[config.mk]
export PLATFORM = sky130hd
export DESIGN_NAME = rotary_quadrature_gen
export DESIGN_NICKNAME = d
export VERILOG_FILES = /design/src/rtl/rotary_quadrature_gen_pkg.sv /design/src/rtl/rotary_quadrature_gen_timer.sv /design/src/rtl/rotary_quadrature_gen.sv
export SDC_FILE = /design/constraint.sdc
export NUM_CORES = 1
export LEC_CHECK = 0
export ABC_AREA = 0
export CAP_MARGIN = 20
export CORE_MARGIN = 8
export CORE_UTILIZATION = 28
export CTS_CLUSTER_DIAMETER = 120
export CTS_CLUSTER_SIZE = 10
export DETAILED_ROUTE_END_ITERATION = 10
export GPL_TIMING_DRIVEN = 0
export SYNTH_ARGS = -nofsm -noshare
export SYNTH_HDL_FRONTEND = slang
export SYNTH_SLANG_ARGS = --single-unit
[constraint.sdc]
create_clock -name clk -period 3.1 [get_ports clk]
set_input_delay 0.31 -clock clk [delete_from_list [all_inputs] [get_ports clk]]
set_output_delay 0.31 -clock clk [all_outputs]
set_load 0.01 [all_outputs]
[src/rtl/rotary_quadrature_gen_pkg.sv]
// Shared definitions for the rotary-shaft quadrature generator and its decoder:
// FSM state encoding, direction codes and the per-detent {A,B} level sequences.
package rotary_quadrature_gen_pkg;

  typedef enum logic [2:0] {
    IDLE,
    PH1,
    PH2,
    PH3,
    PH4,
    GAP
  } state_t;

  localparam logic DIR_CW  = 1'b0;  // A leads
  localparam logic DIR_CCW = 1'b1;  // B leads

  // {A,B} levels, packed PH1..PH4 from MSB to LSB.
  localparam logic [1:0] QUAD_IDLE    = 2'b00;
  localparam logic [7:0] QUAD_CW_SEQ  = 8'b10_11_01_00;
  localparam logic [7:0] QUAD_CCW_SEQ = 8'b01_11_10_00;

  // {A,B} level to present while in state s for direction dir.
  function automatic logic [1:0] quad_level(input state_t s, input logic dir);
    logic [7:0] seq;
    seq = (dir == DIR_CCW) ? QUAD_CCW_SEQ : QUAD_CW_SEQ;
    case (s)
      PH1:     quad_level = seq[7:6];
      PH2:     quad_level = seq[5:4];
      PH3:     quad_level = seq[3:2];
      PH4:     quad_level = seq[1:0];
      default: quad_level = QUAD_IDLE;
    endcase
  endfunction

  function automatic int max_int(input int a, input int b);
    max_int = (a > b) ? a : b;
  endfunction

endpackage

[src/rtl/rotary_quadrature_gen_timer.sv]
// Down-counting dwell timer shared by the phase and gap states. A load arms it
// with (hold - 1); expire pulses for one cycle on the last cycle of the hold.
module quad_dwell_timer #(
  parameter int W = 2
) (
  input  logic         clk,
  input  logic         reset,
  input  logic         load,
  input  logic [W-1:0] load_val,
  output logic         expire
);

  logic [W-1:0] count;
  logic         armed;

  // Reload on every state change, then count down to zero and disarm.
  // NOTE: sequential state is updated with <= so every flop samples pre-edge values.
  always_ff @(posedge clk or posedge reset) begin
    if (reset) begin
      count <= '0;
      armed <= 1'b0;
    end else if (load) begin
      count <= load_val;
      armed <= 1'b1;
    end else if (armed) begin
      if (count == '0) armed <= 1'b0;
      else             count <= count - 1'b1;
    end
  end

  assign expire = armed && (count == '0);

endmodule

[src/rtl/rotary_quadrature_gen.sv]
// Turns queued (direction, detent count) commands into registered two-phase
// quadrature on ROT_A/ROT_B, one full 4-state cycle per detent, idling at 00.
module rotary_quadrature_gen
  import rotary_quadrature_gen_pkg::*;
#(
  parameter int PHASE_CYCLES = 4,
  parameter int GAP_CYCLES   = 2,
  parameter int STEP_W       = 8
) (
  input  logic              clk,
  input  logic              reset,
  input  logic              cmd_valid,
  output logic              cmd_ready,
  input  logic              cmd_dir,
  input  logic [STEP_W-1:0] cmd_steps,
  output logic              ROT_A,
  output logic              ROT_B,
  output logic              busy,
  output logic              done,
  output logic [STEP_W-1:0] steps_left
);

  localparam int DWELL_MAX = max_int(PHASE_CYCLES, GAP_CYCLES);
  localparam int DWELL_W   = ($clog2(DWELL_MAX) < 1) ? 1 : $clog2(DWELL_MAX);
  localparam logic [DWELL_W-1:0] PH_LOAD  = DWELL_W'(PHASE_CYCLES - 1);
  localparam logic [DWELL_W-1:0] GAP_LOAD = DWELL_W'((GAP_CYCLES > 0) ? GAP_CYCLES - 1 : 0);

  state_t              state, state_nxt;
  logic                dir_q, dir_nxt;
  logic                zero_done;
  logic                accept;
  logic                load, expire;
  logic [DWELL_W-1:0]  load_val;
  logic [STEP_W-1:0]   steps_nxt;
  logic                done_nxt;

  // A zero-detent command completes immediately but still blocks one cycle.
  assign cmd_ready = (state == IDLE) && !zero_done && !reset;
  assign accept    = cmd_valid && cmd_ready;
  assign dir_nxt   = accept ? cmd_dir : dir_q;

  quad_dwell_timer #(.W(DWELL_W)) u_dwell (
    .clk      (clk),
    .reset    (reset),
    .load     (load),
    .load_val (load_val),
    .expire   (expire)
  );

  // Next-state, dwell reload and step bookkeeping.
  // NOTE: every always_comb output gets a default first so no latch is inferred.
  always_comb begin
    state_nxt = state;
    load      = 1'b0;
    load_val  = PH_LOAD;
    steps_nxt = steps_left;
    done_nxt  = 1'b0;
    case (state)
      IDLE: begin
        if (accept) begin
          if (cmd_steps != '0) begin
            state_nxt = PH1;
            load      = 1'b1;
            steps_nxt = cmd_steps - 1'b1;
          end else begin
            done_nxt = 1'b1;
          end
        end
      end
      PH1: if (expire) begin state_nxt = PH2; load = 1'b1; end
      PH2: if (expire) begin state_nxt = PH3; load = 1'b1; end
      PH3: if (expire) begin state_nxt = PH4; load = 1'b1; end
      PH4, GAP: begin
        if (expire) begin
          if (state == PH4 && GAP_CYCLES != 0) begin
            state_nxt = GAP;
            load      = 1'b1;
            load_val  = GAP_LOAD;
          end else if (steps_left != '0) begin
            state_nxt = PH1;
            load      = 1'b1;
            steps_nxt = steps_left - 1'b1;
          end else begin
            state_nxt = IDLE;
            done_nxt  = 1'b1;
          end
        end
      end
      default: state_nxt = IDLE;
    endcase
  end

  // FSM state and all outputs registered, so ROT levels change glitch-free.
  always_ff @(posedge clk or posedge reset) begin
    if (reset) begin
      state      <= IDLE;
      dir_q      <= DIR_CW;
      ROT_A      <= 1'b0;
      ROT_B      <= 1'b0;
      busy       <= 1'b0;
      done       <= 1'b0;
      steps_left <= '0;
      zero_done  <= 1'b0;
    end else begin
      state          <= state_nxt;
      dir_q          <= dir_nxt;
      {ROT_A, ROT_B} <= quad_level(state_nxt, dir_nxt);
      busy           <= (state_nxt != IDLE);
      done           <= done_nxt;
      steps_left     <= steps_nxt;
      zero_done      <= accept && (cmd_steps == '0);
    end
  end

endmodule

==> results_dict.tcl <==
set metrics [dict create \
    fin_crit_ns 2.731 \
    cpMaxStageDelayCell "dfrtp_1" \
    cts_buffers 3 \
    critPathMaxFanout 10 \
    grt.total_usage_pct 9.481 \
    cts.path.max_buffers 2 \
    drt_first_iter_violations 172 \
    cts_sinks 20 \
    hold_slack_ns 0.5240 \
    dieHeight_um 84.27 \
    clkTransAtPathRegs_ns 0.08 \
    area_growth_syn_to_layout_pct 27.90 \
    r2r_end "steps_left[6]" \
    setup_tns_ns 0 \
    start_kind "register" \
    cts_tree "built" \
    reg2reg_from "state[1]" \
    syn_nets 166 \
    p_total_mw 1.373 \
    wl_mm 3.400 \
    crit_required_ns 3.26 \
    min_period_over_period_pct 88.08 \
    end_kind "register" \
    port_buffers 24 \
    reg2reg_slack_ns 0.37 \
    gp_congestion 0.7863 \
    grt_max_degree 22 \
    dr.max_layer_used "met4" \
    cp_cell_sequence "nand2b_1 > clkbuf_1 > clkbuf_2 > mux2i_1 > ha_1 > clkbuf_1 > nor3b_1 > mux2i_1 > o22a_1" \
    diodes 0 \
    hold_viol 0 \
    nNetsFinal 195 \
    drc 0 \
    yosys_warnings 0 \
    postRouteAntennaNets 0 \
    yosysUniqueCellTypes 38 \
    finalSetupViolCount 0 \
    via_per_inst 5.406 \
    ctsResizeCount 0 \
    rsz0062_at_grt "false" \
    cts_setup_buffers 0 \
    dp_hpwl_mm 2.557 \
    fp-row-count 25 \
    seq_area_frac_synth_pct 38.35 \
    cap_violations 0 \
    met2_length_mm 1.510 \
    insertion_delay_ns 0.26 \
    drtPass1Iterations 5 \
    wl_met3_um 245 \
    ctsRootBufferMaster "clkbuf_8" \
    max_freq_mhz 366.2 \
    r2r_cells 9 \
    synth_cells 152 \
    start_util_pct 28.38 \
    ys_seq_elements 20 \
    grt_pass1_wl_mm 5.678 \
    finalClockSkew_ns 0.006662 \
    relSlewSlack_pct 48.11 \
    vdd_drop_max_v 0.0002119 \
    dp.cells 230 \
    antenna_found_initial 0 \
    p_leak_nw 0.7024 \
    drv_slew 0 \
    grt_pass1_vias 1228 \
    met1Wirelength_mm 1.603 \
    crit_type "register to register" \
    wire_per_inst_um 14.53 \
    hold_path.class "input port to asynchronous set/reset pin" \
    ios 25 \
    tightest_slew_ns 0.7775 \
    status "completed" \
    cts-hold-fix-buffers 0 \
    coreArea_mm2 0.004598 \
    grt_overflow 0 \
    die_x_um 84.27 \
    cp.arrival_ns 2.89 \
    syn_area_mm2 0.001305 \
    die_area_mm2 0.007101 \
    ctsHtreeMaxLevel 1 \
    drive_gt1_share_pct 5.000 \
    synth_area_per_cell_um2 8.586 \
    powerDensity_mw_per_mm2 822.3 \
    instances_no_fill 234 \
    vias 1265 \
    cpPeakStageDelay_ns 0.43 \
]
[power by group]
part	internal (mW)	total, mW	switching, mW
sequential	0.375	0.499	0.124
combinational	0.333	0.669	0.336
clock	0.113	0.205	0.0916
[per-layer routing]
metal  track usage [%]  up-vias
li1                  -      619
met1             12.74      599
met2             13.86       43
met3             2.323        4
met4             4.239        0
met5                 0        -
[cell usage after synthesis (all sizes together)]
cell type	instances	area, um2
dfrtp	20	500.5
mux2i	7	70.07
clkbuf	6	22.52
a2111o	2	22.52
nor4	3	18.77
or3	4	30.03
and4b	1	10.01
a222oi	1	10.01
nor2	20	75.07
nand3	2	10.01
nand2	13	48.80
o22a	1	8.760
a211o	2	17.52
and3	4	25.02
a22oi	2	15.01
xnor2	2	17.52
a211oi	3	22.52
a21oi	10	53.80
ha	2	25.02
o211ai	2	15.01
nand2b	3	18.77
nor3	7	35.03
o22ai	3	18.77
and2	3	18.77
or4	1	11.26
nor3b	2	15.01
a21o	1	7.510
o21ai	8	40.03
a2111oi	2	17.52
nor2b	4	25.02
a21boi	1	18.77
o21a	1	7.510
nand3b	1	7.510
a41oi	3	26.28
inv	5	18.77
[cell families after synthesis]
| logic type | share of synthesized area, % |
|---|---|
| simple gates | 26.75 |
| mux | 5.369 |
| compound gates | 23.11 |
| fa+ha+maj | 1.917 |
| flops | 38.35 |
| buf+inv | 3.164 |
| xor+xnor | 1.343 |
[flip-flops by register name, indices dropped and copies added (netlist names)]
register	flops
busy	1
ROT_A	1
u_dwell.count	2
u_dwell.armed	1
steps_left	8
zero_done	1
ROT_B	1
state	3
done	1
dir_q	1
[how the worst max path moves through the flow]
stage,startpoint,to,slack (ns),depth (start not counted)
CTS,state[1],steps_left[6],0.22,9
detailed placement,state[1],steps_left[6],0.24,9
global route,state[1],steps_left[6],0.11,10
floorplan,state[1],steps_left[6],0.72,9
global placement,state[1],steps_left[6],0.31,9
finish,state[1],steps_left[6],0.37,9
[stage by stage]
step	util [%]	instance area [um2]	setup WS, ns
6_report	36.30	1669	0.3695
5_1_grt	36.30	1669	0.1147
4_1_cts	36.27	1668	0.2246
3_5_place_dp	35.07	1613	0.2370
3_3_place_gp	35.07	1613	0.3054
2_1_floorplan	-	1305	0.7209
[cell usage in the layout (no fill, tap or decap), types with 2 or more instances in the layout]
master,count
clkdlybuf4s50_1,24
dfrtp_1,20
nor2_1,20
nand2_1,13
a21oi_1,9
mux2i_1,7
o21ai_0,7
nor3_1,7
clkbuf_1,5
inv_1,5
nor2b_1,4
and3_1,4
clkbuf_8,4
nor4_1,3
and2_1,3
or3_1,3
nand2b_1,3
o22ai_1,3
a211oi_1,3
a41oi_1,3
nand3_1,2
a211o_1,2
a2111oi_0,2
a22oi_1,2
xnor2_1,2
a2111o_1,2
o211ai_1,2
nor3b_1,2
ha_1,2
[layout make-up]
class / instances / area (um2)
Fill cell: 479 / 2929
Multi-Input combinational cell: 121 / 763.2
Sequential cell: 20 / 500.5
Timing Repair Buffer: 24 / 240.2
Tap cell: 54 / 67.56
Clock buffer: 4 / 55.05
Buffer: 6 / 23.77
Inverter: 5 / 18.77
[critical path: cells and delay by family, from the launching register on]
family / cells / cell delay (ns)
compound gates: 1 / 0.20
buf+inv: 3 / 0.97
simple gates: 2 / 0.43
mux: 2 / 0.41
fa+ha+maj: 1 / 0.19
flops: 1 / 0.43
Power figures use the tool's default switching activity.
